[src/rtl/regfile_bypass_sb.sv]
// ============================================================================
// Module   : regfile_bypass_sb
// Brief    : 2R/2W register file with same-cycle write bypass, busy scoreboard
//            and a post-reset sequential clearing sweep.
// Revision : 1.0
// ============================================================================
`default_nettype none

module regfile_bypass_sb #(
    parameter int DATA_W   = 32,
    parameter int ADDR_W   = 5,
    parameter int ZERO_REG = 1
) (
    input  logic              clk,
    input  logic              rst,
    output logic              ready,
    input  logic [ADDR_W-1:0] rd_addr_a,
    output logic [DATA_W-1:0] rd_data_a,
    output logic              rd_busy_a,
    input  logic [ADDR_W-1:0] rd_addr_b,
    output logic [DATA_W-1:0] rd_data_b,
    output logic              rd_busy_b,
    input  logic              wr0_en,
    input  logic [ADDR_W-1:0] wr0_addr,
    input  logic [DATA_W-1:0] wr0_data,
    input  logic              wr1_en,
    input  logic [ADDR_W-1:0] wr1_addr,
    input  logic [DATA_W-1:0] wr1_data,
    input  logic              iss_en,
    input  logic [ADDR_W-1:0] iss_addr
);

    localparam int                c_NREGS    = 1 << ADDR_W;
    localparam logic [ADDR_W-1:0] c_PTR_LAST = '1;
    localparam logic [0:0]        c_S_INIT   = 1'b0;
    localparam logic [0:0]        c_S_RUN    = 1'b1;

    logic [0:0]              r_state;
    logic [0:0]              w_state_nxt;
    logic [ADDR_W-1:0]       r_ptr;
    logic [DATA_W-1:0]       r_regs [c_NREGS];
    logic [c_NREGS-1:0]      r_busy;
    logic [c_NREGS-1:0]      w_busy_nxt;
    logic                    w_run;
    logic                    w_wr0_ok;
    logic                    w_wr1_ok;
    logic                    w_iss_ok;
    logic [1:0][ADDR_W-1:0]  w_raddr;
    logic [1:0][DATA_W-1:0]  w_rdata;
    logic [1:0]              w_rbusy;

    function automatic logic f_is_r0(input logic [ADDR_W-1:0] addr);
        return (ZERO_REG != 0) && (addr == '0);
    endfunction

    // ---------------- FSM ----------------
    always_ff @(posedge clk) begin
        if (rst) r_state <= c_S_INIT;
        else     r_state <= w_state_nxt;
    end

    always_comb begin
        w_state_nxt = r_state;
        if (r_state == c_S_INIT && r_ptr == c_PTR_LAST)
            w_state_nxt = c_S_RUN;
    end

    always_comb begin
        w_run = (r_state == c_S_RUN);
        ready = w_run;
    end

    always_ff @(posedge clk) begin
        if (rst)                       r_ptr <= '0;
        else if (r_state == c_S_INIT)  r_ptr <= r_ptr + ADDR_W'(1);
    end

    // Hardwired r0 swallows writes and issues entirely, so it never goes busy.
    assign w_wr0_ok = w_run && wr0_en && !f_is_r0(wr0_addr);
    assign w_wr1_ok = w_run && wr1_en && !f_is_r0(wr1_addr);
    assign w_iss_ok = w_run && iss_en && !f_is_r0(iss_addr);

    // ---------------- storage ----------------
    always_ff @(posedge clk) begin
        if (!rst) begin
            if (r_state == c_S_INIT) begin
                r_regs[r_ptr] <= '0;
            end else begin
                if (w_wr0_ok) r_regs[wr0_addr] <= wr0_data;
                if (w_wr1_ok) r_regs[wr1_addr] <= wr1_data;
            end
        end
    end

    // ---------------- scoreboard ----------------
    always_comb begin
        w_busy_nxt = r_busy;
        if (w_wr0_ok) w_busy_nxt[wr0_addr] = 1'b0;
        if (w_wr1_ok) w_busy_nxt[wr1_addr] = 1'b0;
        // Issue applied last: a new producer outranks a retiring one.
        if (w_iss_ok) w_busy_nxt[iss_addr] = 1'b1;
    end

    always_ff @(posedge clk) begin
        if (rst) r_busy <= '0;
        else     r_busy <= w_busy_nxt;
    end

    // ---------------- read ports ----------------
    assign w_raddr = {rd_addr_b, rd_addr_a};

    for (genvar p = 0; p < 2; p++) begin : g_rd
        logic w_hit0;
        logic w_hit1;
        logic w_live;

        assign w_hit0 = w_wr0_ok && (wr0_addr == w_raddr[p]);
        assign w_hit1 = w_wr1_ok && (wr1_addr == w_raddr[p]);
        assign w_live = w_run && !f_is_r0(w_raddr[p]);

        assign w_rdata[p] = !w_live ? '0       :
                            w_hit1  ? wr1_data :
                            w_hit0  ? wr0_data :
                                      r_regs[w_raddr[p]];
        assign w_rbusy[p] = w_live & r_busy[w_raddr[p]] & ~(w_hit0 | w_hit1);
    end

    assign rd_data_a = w_rdata[0];
    assign rd_data_b = w_rdata[1];
    assign rd_busy_a = w_rbusy[0];
    assign rd_busy_b = w_rbusy[1];

endmodule

`default_nettype wire

[config.mk]
export PLATFORM = sky130hd
export DESIGN_NAME = regfile_bypass_sb
export DESIGN_NICKNAME = d
export VERILOG_FILES = /design/src/rtl/regfile_bypass_sb.sv
export SDC_FILE = /design/constraint.sdc
export NUM_CORES = 2
export LEC_CHECK = 0
export BUFFER_PORTS_ARGS = -buffer_cell sky130_fd_sc_hd__buf_2
export CAP_MARGIN = 20
export CORE_MARGIN = 1
export CORE_UTILIZATION = 29
export CTS_BUF_LIST = sky130_fd_sc_hd__clkbuf_4 sky130_fd_sc_hd__clkbuf_8 sky130_fd_sc_hd__clkbuf_16
export CTS_CLUSTER_SIZE = 10
export DETAILED_ROUTE_END_ITERATION = 8
export GPL_TIMING_DRIVEN = 0
export PLACE_DENSITY = 0.53
export SETUP_SLACK_MARGIN = 0.1
export SYNTH_ARGS = -nofsm -noshare
export SYNTH_HDL_FRONTEND = slang
export SYNTH_SLANG_ARGS = --single-unit
[constraint.sdc]
create_clock -name clk -period 9.2 [get_ports clk]
set_input_delay 0.92 -clock clk [delete_from_list [all_inputs] [get_ports clk]]
set_output_delay 0.92 -clock clk [all_outputs]
set_load 0.02 [all_outputs]
Yosys cells after proc, flatten, opt, wreduce, memory -nomap -nowiden
Memory sizes are Yosys's and may differ from the RTL's.
Index checks and enable logic that the tools add are counted.
- flip-flop bits (word level): 38
- RAM bits: 1024
- bits of input ports: 94
- output and inout port bits: 67
- word-level logic and storage cells: 92
- memories kept: 1
- memories (name ; words ; bits a word ; rd ports ; clocked after memory_dff ; write ports ; RTL line ; RTL):
    r_regs ; 32 ; 32 ; 2 ; 0 ; 2 ; 41 ; logic [DATA_W-1:0] r_regs [c_NREGS];
- add/sub/neg operators: 1
- order comparisons: 8
- eq/ne operators: 5
- muxes and demuxes: 33
- bitwise operators: 14
- reductions and logical operators: 27
- operator list (kind ; count):
    $mux 32 ; 10
    $and 32x32->32 ; 2
    $not 32->32 ; 2
    $or 32x32->32 ; 1
    $reduce_or 32->1 ; 1
    $lt 5x6->1 const B ; 5
    $logic_not 5->1 ; 5
    $eq 5x5->1 ; 4
    $mux 1 ; 17
    $logic_and 1x1->1 ; 16
    $demux 1 s5 ; 3
    $ge 5x1->1 const B ; 3
    $bmux 1 s5 ; 2
    $add 5x1->5 const B ; 1
    $eq 5x5->1 const B ; 1
    $logic_not 1->1 ; 5
    $mux 5 ; 1
    $and 1x1->1 ; 4
    $not 1->1 ; 3
    $or 1x1->1 ; 2

Depth between registers and ports, before layout
- depth after elaboration: 11
- depth in mapped cells: 9
- depth with buffers taken out: 5

Worst setup path before layout
OpenSTA, ideal clock, no wires.
- kind: input to register
- start point: input port wr0_addr[1]
- end point: memory r_regs[29][0] (enable)
- library setup time: 0.433 ns
- data arrival time: 3.876 ns
- data required time: 8.767 ns
- slack: 4.891 ns
- stages: 7
- buffers on the path: 2
- path through: buf_2 > nor2_1 > a211oi_1 > buf_2 > mux2i_1 > nand2_1 > o22ai_1
- RTL lines (item ; RTL line ; RTL):
    start, declared ; 24 ; input logic [ADDR_W-1:0] wr0_addr,
    end, declared ; 41 ;

Worst setup path in the final report
- start point: input port rd_addr_b[2]
- end point: output port rd_data_b[31]
- longest elaborated chain between the ends: 5
- elaborated cells between the ends (all ways): 11
- those cells by class: 2 x eq/ne; 3 x mux; 5 x reduce/logical; 1 x memory
- ends and longest elaborated chain (item ; RTL line ; RTL):
    start, declared ; 20 ; input logic [ADDR_W-1:0] rd_addr_b,
    parallel branches: the longest is 4 deep, another holds $mem_v2 32x32 ; -- ;
    $mux 32 * ; 121 ; assign w_rdata[p] = !w_live ? '0 :
    end, declared ; 21 ; output logic [DATA_W-1:0] rd_data_b,
Mark *: on every way between the ends.

==> results.txt <==
The core region area came out at 214400 um2. The sum of negative setup slack came out at 0 ns. Entering global routing, the biggest net connects 26 pins.

On the final layout, the worst clock skew is 0.02167 ns. The global-route wire length before repair came out at 447300 um. Traced cell by cell, the critical path runs through buf_2 -> buf_2 -> buf_1 -> mux4_2 -> a22oi_1 -> o31ai_1 -> nor3_1 -> o211ai_1 -> buf_2.

The detailed-placement wirelength estimate is 270900 um. Synthesis handed over a netlist of 5691 instances. The leading register cell type out of synthesis is sky130_fd_sc_hd__edfxtp_1.

The die covers 217400 um2. The die height is 466.3 um. The slowest cell on the critical path is sky130_fd_sc_hd__buf_1. The number of H-tree levels came out at 4. The average vias per placed instance came out at 6.088. The quantity of gates resized following cts is 0. The number of antenna violations at the first check in global routing came out at 39. The storage element area came out at 31510 um2.

The quantity of hold-fixing buffers added after cts came out at 0. The part of the cycle the worst path needs is 0.7816. The initial core utilization is 0.2915. The max-slew violation total from the final report is 0. The number of global-route vias before repair came out at 51.70k. The post-synthesis adder-cell area fraction came out at 0.0004003. The largest driver fanout on the critical path came out at 10. TritonCTS created 132 clock buffers. At the pin with the least slew margin, the transition time is 1.349 ns. The via count came out at 54.61k. In this run the tool buffered the top-level ports with 147 buffer cells.

The total overflow reported by the global router came out at 0. The number of nets with antenna violations after detailed routing came out at 0. The number of placed I/O pins is 161. The post-detailed-route wirelength per cell is 37.85 um. The post-synthesis mux area share is 0.1889. VDD sags by at most 180.4 uV.

In this run the clock root is driven by a sky130_fd_sc_hd__clkbuf_16. The layout cell share with drive strength beyond 1 came out at 0.2105. Timing would allow up to 139.1 MHz. The worst hold path belongs to the class flip-flop to flip-flop. The fraction of the yosys area taken by sequential cells came out at 0.5041. The worst setup path is of the primary input to output pin kind.

The post-synthesis sequential element count came out at 1062. Dividing the synthesized area by the synthesized cell count gives 10.98 um2. After floorplanning, the core was divided into 170 placement rows. The power density over the cells is 156.1 nW/um2. The final layout contains routed wiring with a total length of 339500 um. The total leakage power came out at 0.02507 uW. The first-iteration detailed-routing DRC count came out at 8273. The run finished with clean final reports. The multi-input combinational cells in the finished layout cover a total of 28310 um2. The final net count is 6145.

The filler cells instantiated in the layout total 21.49k. The startpoint type of the worst setup path is a primary input. The die outline width is 466.3 um. The largest single stage delay on the critical path is 0.99 ns.

The core utilization of the finished layout is 0.3387. The post-synth net total is 5787. TritonCTS built the clock tree. The post-layout minimum cycle time came out at 7.191 ns.

The detailed-routing iteration count for the pre-antenna-repair pass is 8. The final routed DRC violation total is 0. Clock-pin slew was measured on the worst setup and hold paths at 0.06 ns. The congestion estimate from routability-driven global placement came to 1.067. The capturing element type of the critical path is an output pin.

The fraction of synthesis flops using an asynchronous set or reset pin is 0. The headroom to the max-slew limit came out at 0.1003. The number of enable flip-flop cells after synthesis came out at 1024. Clock latency on the worst-skew pair, taken at its later pin, is 0.81 ns.

Ranked by total cell area, the synthesized netlist is headed by sky130_fd_sc_hd__edfxtp_1, sky130_fd_sc_hd__mux4_2, sky130_fd_sc_hd__nand2_1. The cell repeated most along the worst path is sky130_fd_sc_hd__buf_2. The critical path data arrival time came out at 6.27 ns. The final-report setup violation count is 0. The biggest area contributor in the post-synthesis netlist is sky130_fd_sc_hd__edfxtp_1. Buffers added to address setup during post-CTS repair amount to 0. The number of endpoints with negative hold slack in the final report is 0. In the global route stage, overall resource usage came out at 0.3036. Setup repair after global routing left no endpoint under its margin. The clock sink count came out at 1062. The synthesized-area fraction occupied by and/or/nand/nor cells came out at 0.1045. The critical path data required time came out at 8.28 ns. The post-synthesis cell area is 62510 um2. Ranked by instance count, the synthesized netlist is headed by sky130_fd_sc_hd__nand2_1, sky130_fd_sc_hd__edfxtp_1, sky130_fd_sc_hd__o21ai_0, sky130_fd_sc_hd__clkbuf_1, sky130_fd_sc_hd__o21ai_1. Compared with the post-synthesis result, the final layout area differs by 16.16%. Among all cell types in the netlist, the one instantiated most often is sky130_fd_sc_hd__nand2_1.

Of the total synthesized cell area, the portion taken by XOR and XNOR cells is 0.003082. The area share of the largest cell type after synthesis came out at 0.4919. The number of maximum-capacitance constraint violations came out at 0.

After synthesis, the largest family of logic cells by area is multiplexers. Counting distinct cell types in the post-synthesis netlist gives 59. The share of the synthesized area in compound gates (AO/OA/AOI/OAI) came out at 0.1487.

The maximum buffer depth of the clock tree is 3. The number of warnings reported in the yosys synthesis log came out at 0. The flop-to-flop setup slack is 4.76 ns.
[registers in the layout, summed over array words and instances (netlist names)]
name,count
r_busy,32
r_ptr,5
r_regs,1024
ready,1
[area by class of cell]
class,instances,area share
Buffer,730,0.04332
Tap cell,2838,0.04890
Clock buffer,162,0.04868
Sequential cell,1062,0.4340
Multi-Input combinational cell,3897,0.3899
Clock inverter,37,0.004842
Inverter,2,0.0001034
Antenna cell,18,0.0006203
Timing Repair Buffer,224,0.02966
[routing by layer]
metal,vias to the layer above,track usage,share of wire
met3,783,0.08744,0.12
met2,3879,0.4678,0.44
met5,-,0,0.00015
met1,27750,0.3724,0.37
li1,22190,-,-
met4,8,0.1918,0.071
[stage by stage]
step,setup WS [ns],hold WS [ns],instance area [um2],total power (uW),std cells
2_1_floorplan,4.891,0.4509,62510,5872,5691
3_3_place_gp,0.2976,0.4693,66800,6352,8676
3_5_place_dp,2.658,0.4731,68630,6388,8748
4_1_cts,2.648,0.4804,72520,11260,8947
5_1_grt,2.391,0.4948,72580,11460,8957
6_report,2.009,0.4894,72610,11330,8970
[critical path: cells and delay by family]
| family | cells | cell delay [ns] |
|---|---|---|
| AND/OR/NAND/NOR | 1 | 0.84 |
| multiplexers | 1 | 0.45 |
| buffers and inverters | 4 | 2.48 |
| AO/OA/AOI/OAI | 3 | 1.53 |
[final timing paths]
kind / start / end / cells after the start
setup reg to reg: ready / r_regs[13][18] / 10
hold reg to reg: r_busy[26] / r_busy[26] / 2
hold / removal: r_busy[26] / r_busy[26] / 2
setup / recovery: rd_addr_b[2] / rd_data_b[31] / 9
[cells by family after synthesis]
| family | Yosys count |
|---|---|
| multiplexers | 793 |
| AO/OA/AOI/OAI | 1559 |
| flip-flops | 1062 |
| adder cells (fa/ha/maj) | 2 |
| AND/OR/NAND/NOR | 1521 |
| buffers and inverters | 732 |
| XOR/XNOR | 22 |
[power by group]
part / total, uW / internal (uW) / switching, uW
sequential: 5260 / 5250 / 11.8
combinational: 1070 / 300 / 771
clock: 5000 / 2750 / 2240
[cells in the final DEF, fill, tap and decap left out, drive strengths merged, types with 10 or more instances in the layout]
cell type     n
o22ai       157
buf         565
o21ai       994
clkbuf      551
edfxtp     1024
nand2b       39
mux2i       258
a221o        31
o211ai       31
nand2      1088
o31ai        32
nor2b        11
a22oi       210
a22o         40
inv          10
xor2         14
nor3         70
nor2         62
a21oi        13
mux4        284
clkinv       28
nand3        96
and2         41
nand4        34
mux2        251
diode        18
a31oi        11
nor3b        10
a32oi        28
dfxtp        38
and3         33
No activity file was read; power rests on OpenSTA's default activity.
